### src/rtl/simon_sequencer.sv
// Simon memory game sequencer: grows a random colour sequence by one step per round,
// plays it back on the LEDs, then checks the player's button presses against it.
module simon_sequencer #(
  parameter int MAX_LEN    = 32,
  parameter int ON_CYCLES  = 25000000,
  parameter int OFF_CYCLES = 12500000
) (
  input  logic       clk,
  input  logic       reset_n,
  input  logic       start,
  input  logic [1:0] rand_in,
  input  logic [3:0] btn,
  output logic [3:0] led,
  output logic [6:0] score,
  output logic       busy,
  output logic       game_over,
  output logic       win
);

  localparam int LENW = $clog2(MAX_LEN + 1);
  localparam int IDXW = $clog2(MAX_LEN);
  localparam int TMAX = (ON_CYCLES > OFF_CYCLES) ? ON_CYCLES : OFF_CYCLES;
  localparam int TW   = (TMAX < 2) ? 1 : $clog2(TMAX);
  localparam logic [TW-1:0]   ON_LAST  = TW'(ON_CYCLES - 1);
  localparam logic [TW-1:0]   OFF_LAST = TW'(OFF_CYCLES - 1);
  localparam logic [LENW-1:0] LEN_MAX  = LENW'(MAX_LEN);

  typedef enum logic [2:0] {
    S_IDLE, S_ADD, S_SHOW_ON, S_SHOW_OFF, S_INPUT, S_FAIL, S_WIN
  } state_t;

  state_t          r_state, w_state_nxt;
  logic [LENW-1:0] r_len, w_len_nxt;
  logic [IDXW-1:0] r_idx, w_idx_nxt;
  logic [TW-1:0]   r_timer, w_timer_nxt;
  logic [6:0]      r_score, w_score_nxt;
  logic [3:0]      r_btn_q;
  logic [1:0]      r_mem [MAX_LEN];
  logic            w_mem_we;
  logic            w_press;
  logic            w_last;
  logic [3:0]      w_expect;

  assign w_press  = (btn != '0) && (r_btn_q == '0);
  assign w_expect = 4'b0001 << r_mem[r_idx];
  assign w_last   = ((LENW'(r_idx) + LENW'(1)) == r_len);

  // Timer is zeroed by default, so every state transition reloads it.
  always_comb begin
    w_state_nxt = r_state;
    w_len_nxt   = r_len;
    w_idx_nxt   = r_idx;
    w_timer_nxt = '0;
    w_score_nxt = r_score;
    w_mem_we    = 1'b0;
    case (r_state)
      S_IDLE, S_FAIL, S_WIN: begin
        if (start) begin
          w_state_nxt = S_ADD;
          w_len_nxt   = '0;
          w_idx_nxt   = '0;
          w_score_nxt = '0;
        end
      end
      S_ADD: begin
        w_mem_we    = 1'b1;
        w_len_nxt   = r_len + LENW'(1);
        w_idx_nxt   = '0;
        w_state_nxt = S_SHOW_ON;
      end
      S_SHOW_ON: begin
        if (r_timer == ON_LAST) w_state_nxt = S_SHOW_OFF;
        else                    w_timer_nxt = r_timer + TW'(1);
      end
      S_SHOW_OFF: begin
        if (r_timer == OFF_LAST) begin
          if (w_last) begin
            w_state_nxt = S_INPUT;
            w_idx_nxt   = '0;
          end else begin
            w_state_nxt = S_SHOW_ON;
            w_idx_nxt   = r_idx + IDXW'(1);
          end
        end else begin
          w_timer_nxt = r_timer + TW'(1);
        end
      end
      S_INPUT: begin
        if (w_press) begin
          if (btn != w_expect) begin
            w_state_nxt = S_FAIL;
          end else if (!w_last) begin
            w_idx_nxt = r_idx + IDXW'(1);
          end else begin
            w_score_nxt = r_score + 7'd1;
            w_state_nxt = (r_len == LEN_MAX) ? S_WIN : S_ADD;
          end
        end
      end
      default: w_state_nxt = S_IDLE;
    endcase
  end

  always_ff @(posedge clk) begin
    if (!reset_n) begin
      r_state <= S_IDLE;
      r_len   <= '0;
      r_idx   <= '0;
      r_timer <= '0;
      r_score <= '0;
      r_btn_q <= '0;
    end else begin
      r_state <= w_state_nxt;
      r_len   <= w_len_nxt;
      r_idx   <= w_idx_nxt;
      r_timer <= w_timer_nxt;
      r_score <= w_score_nxt;
      r_btn_q <= btn;
    end
  end

  // Sequence storage carries no reset; a slot is only read after ADD has written it.
  always_ff @(posedge clk) begin
    if (reset_n && w_mem_we) r_mem[r_len[IDXW-1:0]] <= rand_in;
  end

  // INPUT echo uses the registered button history, which equals btn as last sampled.
  always_comb begin
    led = '0;
    case (r_state)
      S_SHOW_ON: led = w_expect;
      S_INPUT:   led = r_btn_q;
      default:   led = '0;
    endcase
  end

  assign score     = r_score;
  assign busy      = (r_state == S_ADD) || (r_state == S_SHOW_ON) || (r_state == S_SHOW_OFF);
  assign game_over = (r_state == S_FAIL);
  assign win       = (r_state == S_WIN);

endmodule

### config.mk
export PLATFORM = sky130hd
export DESIGN_NAME = simon_sequencer
export DESIGN_NICKNAME = d
export VERILOG_FILES = /design/src/rtl/simon_sequencer.sv
export SDC_FILE = /design/constraint.sdc
export NUM_CORES = 1
export LEC_CHECK = 0
export ABC_CLOCK_PERIOD_IN_PS = 3400
export BUFFER_PORTS_ARGS = -buffer_cell sky130_fd_sc_hd__buf_4
export CAP_MARGIN = 5
export CORE_MARGIN = 1.5
export CORE_UTILIZATION = 45
export CTS_CLUSTER_SIZE = 8
export DETAILED_ROUTE_END_ITERATION = 10
export PLACE_DENSITY = 0.66
export SYNTH_ARGS = -nofsm -noshare
export SYNTH_HDL_FRONTEND = slang
export SYNTH_SLANG_ARGS = --single-unit
### constraint.sdc
create_clock -name clk -period 3.4 [get_ports clk]
set_input_delay 0.68 -clock clk [delete_from_list [all_inputs] [get_ports clk]]
set_output_delay 0.68 -clock clk [all_outputs]
set_load 0.1 [all_outputs]
== Word level (Yosys, flattened, before mapping) ==
Memories as Yosys holds them, arrays and structs flattened. A register that Yosys moved wholly into a read port is not among the register bits.
Index checks and enable logic that the tools add are counted.
Word-level totals
  memories: 1
  ROM bits: 0
  latch bits: 0
  register bits: 50
  bits in writable memories: 64
  output and inout bits: 14
  bits of input ports: 9
  logic and storage cells: 79
Memories
  r_mem: depth 32, bits a word 2, read ports 1, clocked after Yosys merged registers in 1, write ports 1, RTL line 38  | logic [1:0] r_mem [MAX_LEN];
Cells by class
  muxes and demuxes: 32
  eq/ne operators: 19
  shift operators: 1
  bitwise logic cells: 0
  magnitude comparators: 0
  $mul: 0
  div/mod/pow operators: 0
  reductions and logical operators: 15
  add/subtract/negate cells: 5
Operator list (count)
  25-bit 2-to-1 mux: 2
  25-bit one-hot mux with 2 select lines: 1
  5-bit 2-to-1 mux: 8
  7-bit 2-to-1 mux: 4
  25-bit by 1-bit adder with 25-bit output, second input constant: 1
  25-bit by 24-bit == test with 1-bit output, second input constant: 1
  25-bit == test, second input constant: 1
  3-bit 2-to-1 mux: 8
  5-bit one-hot mux with 4 select lines: 1
  3-bit one-hot mux with 5 select lines: 1
  2-bit != test, second input constant: 7
  7-bit one-hot mux with 2 select lines: 1
  6-bit one-hot mux with 2 select lines: 1
  5-bit AND reduction: 2
  3-bit == test, second input constant: 3
  4-bit one-hot mux with 2 select lines: 1
  4-bit nonzero test: 2
  7-bit by 1-bit adder with 7-bit output, second input constant: 1
  5-bit by 1-bit adder with 6-bit output, second input constant: 1
  6-bit by 1-bit adder with 6-bit output, second input constant: 1
  3-bit by 2-bit == test with 1-bit output, second input constant: 2
  6-bit == test: 1
  6-bit == test, second input constant: 1
  6-bit 2-to-1 mux: 1
  other kinds (14): 19

== Logic depth before layout (Yosys ltp) ==
Gate-level depths: netlist (run 1).
  word-level depth: 8
  depth in mapped cells: 13
  mapped depth without buffers: 10

== Worst setup path before layout (run 1) ==
No wires, ideal clock.
  kind: register to output
  from: register with a tool-made name
  to: output port led[3]
  data arrival time: 3.494 ns
  buffers on the path: 2
  required time: 2.720 ns
  stages on the path, launching flop included: 9
  slack: -0.774 ns
  cells stage by stage: dfxtp_1 buf_6 buf_8 mux2i_1 a22oi_2 nand2_1 o31ai_4 nor2_2 o21ai_0
RTL lines
  to (decl): RTL line 13  | output logic [3:0] led,

==> results.md, run 1 <==
* Worst path slowest cell: dfxtp_4
* CTS sink cnt at 119
* DRC errors left at 0
* Placeable Area at 12,600 um^2
* Min-delay worst type: register to register
* Synth area leader: edfxtp_1
* CP Data Arrival Time at 2.53 ns
* Wl on met1 at 5480 um
* Clk buf depth at 2
* NetSw at 912 uW
* Worst-path clk slew at 0.06 ns
* Max Cap Violations at 0
* DRT antenna net count at 0
* Port Buffer Count at 22
* Complex-gate fraction of the synthesized area at 0.121
* Die width at 116 um
* CTS Hold Buffers Added at 0
* Slew HR at 0.444
* Vias in the first global route at 4,017
* Fin crit share at 0.945
* Power share of the clock group at 0.481
* Post-CTS setup repair buffer count at 0
* Achievable frequency at 311 MHz
* Worst-margin pin slew at 0.823 ns
* WHS Endpoint: r_timer[0]
* Die ar. at 13,500 um^2
* Mapped Avg Cell Area at 10.3 um^2
* Hold path start: r_timer[0]
* Highest metal used: met4
* Fraction of layout cells with a size suffix above 1 at 0.129
* Met3 routed WL at 517 um
* Final hold violations at 0
* First-pass GRT wire length at 19,500 um
* Mapped Cells at 559
* Wire per inst at 15.7 um
* Hold Crit Depth at 1
* Count of cell types in the netlist at 66
* Vias post-DR at 4,184
* P per Cell Area at 552 nW/um^2
* Netlist Area Pre-Place at 5780 um^2
* Worst Path Required at 2.72 ns
* Antenna diodes at 0
* Synth-to-Final Area Change at 16.0%
* HPWL after DPL at 8270 um
* CP peak stage delay at 0.49 ns
* Synth top area cells: edfxtp_1 (33%), dfxtp_1 (19%), mux2i_1 (5.9%)
* Die height at 116 um
* Ys async rst share at 0
* Initial Utilization at 0.460
* Top post-synthesis cells by count: nor2_1 (87), edfxtp_1 (64), dfxtp_1 (55)
* Lkg Pwr at 2.20 nW
* Status: finished clean
* # H-tree levels at 4
* Routed Wire Length at 12,100 um
* CTS tree: done
* Type of origin of the critical path: register
* Critical path cell sequence: buf_12 > mux2i_1 > a22oi_1 > nand2_1 > o22ai_1 > nand3b_4 > inv_1 > a32o_1 > buf_4
* Post-Synth Simple-Gate Area at 0.210
* # IOs at 23
* Synth top area share at 0.333
* Largest net degree at the start of global routing at 33
* Core Rows at 41
* Post-synthesis xor/xnor area fraction at 0.0424
* Vias per cell at 5.45
* Main combinational cell family by area after synthesis: simple AND/OR/NAND/NOR gates
* Wire length on met2 at 5990 um
* Max Slew Vio Count at 0
* CTS buffer count at 17
* Adder-cell share of the synthesized area at 0.0152
* TNS Setup at 0 ns
* Post-layout min period at 3.21 ns
* Worst hold slack at 0.470 ns
* Post-synth EDFFs at 64
* Final Net Count at 599
* Combinational share of power at 0.098
* Initial antenna violation count at 0
* Most numerous cell in the Yosys netlist: nor2_1
* Flop pwr share at 0.421
* Worst R2R End: score[3]
* YS warnings at 0
* Final setup viols at 0
* Overflow after GRT at 0
* RSZ-0062 raised after global routing: no
* Setup crit end kind: output pin
* Mapped Nets at 575
* Main synth FF type: edfxtp_1
* Sw Ratio at 0.246
* Worst-skew pair later-pin latency at 0.41 ns
* Drt pass-1 iters at 5
* Clk root buf: clkbuf_16
* Drt first-iter violations at 297
* Peak supply drop at 0.383 mV
* Setup CP Type: register to output pin
* Number of cells on the worst reg-to-reg path at 9
* Proportion of synthesized area in mux cells at 0.0589
* Register area share after synthesis at 0.523
* Worst R2R Setup Slack at 0.54 ns
* Crit Path Max Fanout at 13
* Yosys reg bits at 119
* Internal power at 2.79 mW
* RePlAce Congestion at 0.803
* Gr usage total at 0.191
* Clock skew at 0.00912 ns
how the worst max path moves through the flow:
stage / endpoint / from / slack (ns) / cells after the start
6_report: led[0] / register / 0.19 / 9
5_1_grt: led[0] / register / 0.04 / 9
4_1_cts: led[0] / register / 0.12 / 8
3_5_place_dp: led[0] / register / 0.41 / 8
3_3_place_gp: register / btn[0] / 0.47 / 10
2_1_floorplan: led[0] / register / 0.40 / 9
layout make-up:
type / count / area, um^2
fillers: 1129 / 5860
flip-flops and latches: 119 / 3030
inverters: 11 / 41.3
clock inverters: 12 / 153
clock buffers: 20 / 437
well taps: 172 / 215
multi-input cells: 404 / 2590
repair buffers: 30 / 238
stage by stage:
stage	area (um^2)	setup slack [ns]	cells	util	power, mW
global route	6700	0.0447	768	0.533	3.82
finish	6700	0.186	768	0.533	3.70
CTS	6700	0.121	768	0.533	3.72
detailed placement	6110	0.415	736	0.486	1.95
global placement	6110	0.468	736	0.486	1.94
floorplan	5780	0.398	559	-	1.86
critical path: cells and delay by family (launching register included):
kind | cells | cell delay [ns]
AOI/OAI and AO/OA | 3 | 0.73
DFF | 1 | 0.49
buffers and inverters | 3 | 0.48
and+or+nand+nor | 2 | 0.34
muxes | 1 | 0.08
registers in the layout (all words and copies together), names as in the netlist, named ones only:
signal / flops
score: 7
r_state: 3
r_idx: 5
r_len: 6
r_timer: 25
r_mem: 64
r_btn_q: 4
routing by layer:
layer,GRT usage,vias up
met1,0.242,2002
met5,0,-
li1,-,2086
met2,0.316,88
met4,0.0707,0
met3,0.0493,8
repair_timing:
item | 4_1_cts | 5_1_grt
endpoints found under the setup margin | 3 | 3
resized for setup | 1 | 1
endpoints found under the hold margin | 0 | 0
kinds of logic (layout without fill, tap and decap cells):
| group | count (synthesis) | after routing |
|---|---|---|
| and+or+nand+nor | 244 | 244 |
| DFF | 119 | 119 |
| AOI/OAI and AO/OA | 91 | 91 |
| buffers and inverters | 36 | 73 |
| muxes | 34 | 34 |
| xor gates and xnor gates | 28 | 28 |
| adders and majority gates | 7 | 7 |
layout by cell type (no fill, tap or decap), types with 5 or more instances in the layout:
master      n
xor2_1     14
o211ai_1    6
dfxtp_1    54
a22oi_1    10
mux2i_1    34
nand4_1     8
or3_1       6
o21ai_0     5
ha_1        7
nand2b_1    7
xnor2_1    14
and3_1      8
nor2b_1     7
a21oi_1    17
nand2_1    49
nor2_1     87
buf_4      29
edfxtp_1   64
or4_1       7
clkbuf_16  17
inv_1      11
nand3_1    30
o21ai_1     6
and2_1      7
nor3_1      6
power by group through the flow:
stage / combinational, mW / clock [mW] / sequential [mW]
global placement: 0.358 / 0 / 1.59
CTS: 0.361 / 1.81 / 1.56
detailed placement: 0.360 / 0 / 1.59
finish: 0.363 / 1.78 / 1.56
floorplan: 0.285 / 0 / 1.57
global route: 0.400 / 1.86 / 1.56
(Power assumes the default switching activity.)
==> inputs of run 2 (changes only) <==
- CORE_ASPECT_RATIO: not set -> 0.9
- CTS_BUF_LIST: not set -> sky130_fd_sc_hd__clkbuf_2 sky130_fd_sc_hd__clkbuf_4 sky130_fd_sc_hd__clkbuf_8
==> run 2 against run 1 <==
  * Via count increased by 2.2%
  * Sequential power is essentially flat
  * Sequential cell count unchanged
  * Hold slack got worse by 0.0027 ns
  * First-iteration DRC count up 20%
  * Combinational power increased by 1%
  * Clock skew rose by 0.0011 ns
  * Core utilization shrank 1.8 points
  * Clock power fell by 31%
  * Final area decreased by 3.2%
  * Count of clock-buffer cells in the layout up 4
  * Critical path type unchanged
  * Critical endpoint is now led[1]
  * Largest power group is now registers
==> results.md, run 2 (synthesized netlist as in run 1, its figures left out) <==
* Gr usage total at 0.193 (+0.00189)
* Port Buffer Count at 22 (unchanged)
* P per Cell Area at 486 nW/um^2 (-12%)
* Die ar. at 13,500 um^2 (about the same)
* Setup CP Type: register to output pin
* Type of origin of the critical path: register
* Clk buf depth at 2 (unchanged)
* Post-layout min period at 3.21 ns (-0.000149 ns)
* DRC errors left at 0 (unchanged)
* Wire per inst at 16.0 um (+1.7%)
* Commonest cells after routing, fill and taps aside: nor2_1 (86), edfxtp_1 (64), dfxtp_1 (54), nand2_1 (49), mux2i_1 (34)
* Peak supply drop at 0.247 mV (-35%)
* Setup crit end kind: output pin
* Combinational share of power at 0.116 (+0.018)
* Clock skew at 0.0102 ns (+0.00112 ns)
* Sw Ratio at 0.264 (+0.0174)
* Commonest non-fill, non-tap cell in the layout: nor2_1
* Placeable Area at 12,600 um^2 (+0.17%)
* TNS Setup at 0 ns (unchanged)
* Power share of the clock group at 0.390 (-0.091)
* Fraction of layout cells with a size suffix above 1 at 0.139 (+0.0101)
* Slew HR at 0.379 (-0.0659)
* Max Cap Violations at 0 (unchanged)
* Vias in the first global route at 4,048 (+0.77%)
* Worst Path Required at 2.72 ns (about the same)
* Fin crit share at 0.945 (about the same)
* Routed Wire Length at 12,200 um (+0.62%)
* Drt pass-1 iters at 5 (unchanged)
* NetSw at 832 uW (-8.7%)
* CTS tree: done
* Largest net degree at the start of global routing at 35 (+6.1%)
* Vias per cell at 5.63 (+3.3%)
* Die width at 122 um (+5.3%)
* Vias post-DR at 4,278 (+2.2%)
* Overflow after GRT at 0 (unchanged)
* Max reg flops at 64 (unchanged)
* RSZ-0062 raised after global routing: no
* Crit Path Max Fanout at 34 (+21)
* Worst-margin pin slew at 0.920 ns (+0.0975 ns)
* Worst hold slack at 0.467 ns (-0.00273 ns)
* Max Slew Vio Count at 0 (unchanged)
* Core Rows at 39 (-4.9%)
* Antenna diodes at 0 (unchanged)
* # IOs at 23 (unchanged)
* First-pass GRT wire length at 20,000 um (+2.4%)
* DRT antenna net count at 0 (unchanged)
* Initial Utilization at 0.459 (-0.000777)
* Die height at 111 um (-5.0%)
* # H-tree levels at 4 (unchanged)
* Drt first-iter violations at 356 (+20%)
* Lkg Pwr at 2.12 nW (-3.5%)
* Final Net Count at 599 (unchanged)
* CTS sink cnt at 119 (unchanged)
* CP Data Arrival Time at 2.53 ns (about the same)
* HPWL after DPL at 8170 um (-1.2%)
* Internal power at 2.32 mW (-17%)
* Worst-skew pair later-pin latency at 0.45 ns (+0.04 ns)
* Achievable frequency at 311 MHz (about the same)
* RePlAce Congestion at 0.887 (+10%)
* Final setup viols at 0 (unchanged)
* Synth-to-Final Area Change at 12.4%
* Initial antenna violation count at 0 (unchanged)
* Status: finished clean
* Final hold violations at 0 (unchanged)
* CTS buffer count at 17 (unchanged)
* Worst-path clk slew at 0.07 ns (about the same)
* Flop pwr share at 0.494 (+0.073)
* Clk root buf: clkbuf_8
* Min-delay worst type: register to register
## run 2: cell count changes in the layout (fill, tap and decap cells not counted), moves of 2 or more
cell,before,now
clkbuf_1,3,0
clkbuf_16,17,0
bufinv_16,3,1
clkbuf_4,0,2
inv_4,0,2
clkinv_4,3,0
nor2_2,0,2
clkbuf_8,0,22
## run 2: timing repair
action / 4_1_cts / 5_1_grt
gates resized for setup: 0 / 4
endpoints found under the setup margin: 0 / 3
hold buffers: 0 / 0
buffers inserted: 0 / 0
## run 2: cell type report
class,instances,area [um^2]
Inverter,11,41.3
Tap cell,164,205
Fill cell,1153,6100
Sequential cell,119,3020
Multi-Input combinational cell,404,2590
Timing Repair Buffer,30,241
Clock buffer,24,318
Clock inverter,8,67.6
## run 2: per-layer routing
metal / vias to the layer above / share of wire / global-route usage
met5: - / 0 / 0
met4: 0 / 0.016 / 0.0729
met3: 21 / 0.060 / 0.0589
met2: 121 / 0.45 / 0.282
met1: 2044 / 0.47 / 0.268
li1: 2092 / - / -
## run 2: metrics by stage
| stage | area (um^2) | setup WS, ns | total power, mW | utilization | instances |
|---|---|---|---|---|---|
| 3_5_place_dp | 6100 | 0.432 | 1.95 | 0.484 | 728 |
| 2_1_floorplan | 5780 | 0.398 | 1.86 | - | 559 |
| 3_3_place_gp | 6100 | 0.461 | 1.94 | 0.484 | 728 |
| 6_report | 6490 | 0.186 | 3.16 | 0.516 | 760 |
| 4_1_cts | 6480 | 0.0916 | 3.18 | 0.515 | 760 |
| 5_1_grt | 6490 | 0.00300 | 3.28 | 0.516 | 760 |
## run 2: critical path, stage by stage (launching register included)
cell and delay (ns):
dfxtp_2 0.34, buf_12 0.24, mux2i_1 0.25, a22oi_1 0.12
nand3_1 0.19, o31ai_4 0.14, nor2_2 0.29, a32o_1 0.23
buf_4 0.29
## run 2: worst paths after layout
| check | start | to | slack, ns | cells after the start |
|---|---|---|---|---|
| worst max-delay path | register | led[1] | 0.19 | 8 |
| worst max register to register | r_idx[0] | score[3] | 0.52 | 9 |
| worst min-delay path | r_timer[0] | r_timer[0] | 0.47 | 1 |
| worst min register to register | r_timer[0] | r_timer[0] | 0.47 | 1 |
## run 2: power by group through the flow
stage                     sequential (mW)  clock, mW  combinational [mW]
final                                1.56       1.23               0.367
after global routing                 1.56       1.32               0.401
after CTS                            1.56       1.26               0.364
after detailed placement             1.59          0               0.362
after global placement               1.59          0               0.357
after floorplan                      1.57          0               0.285
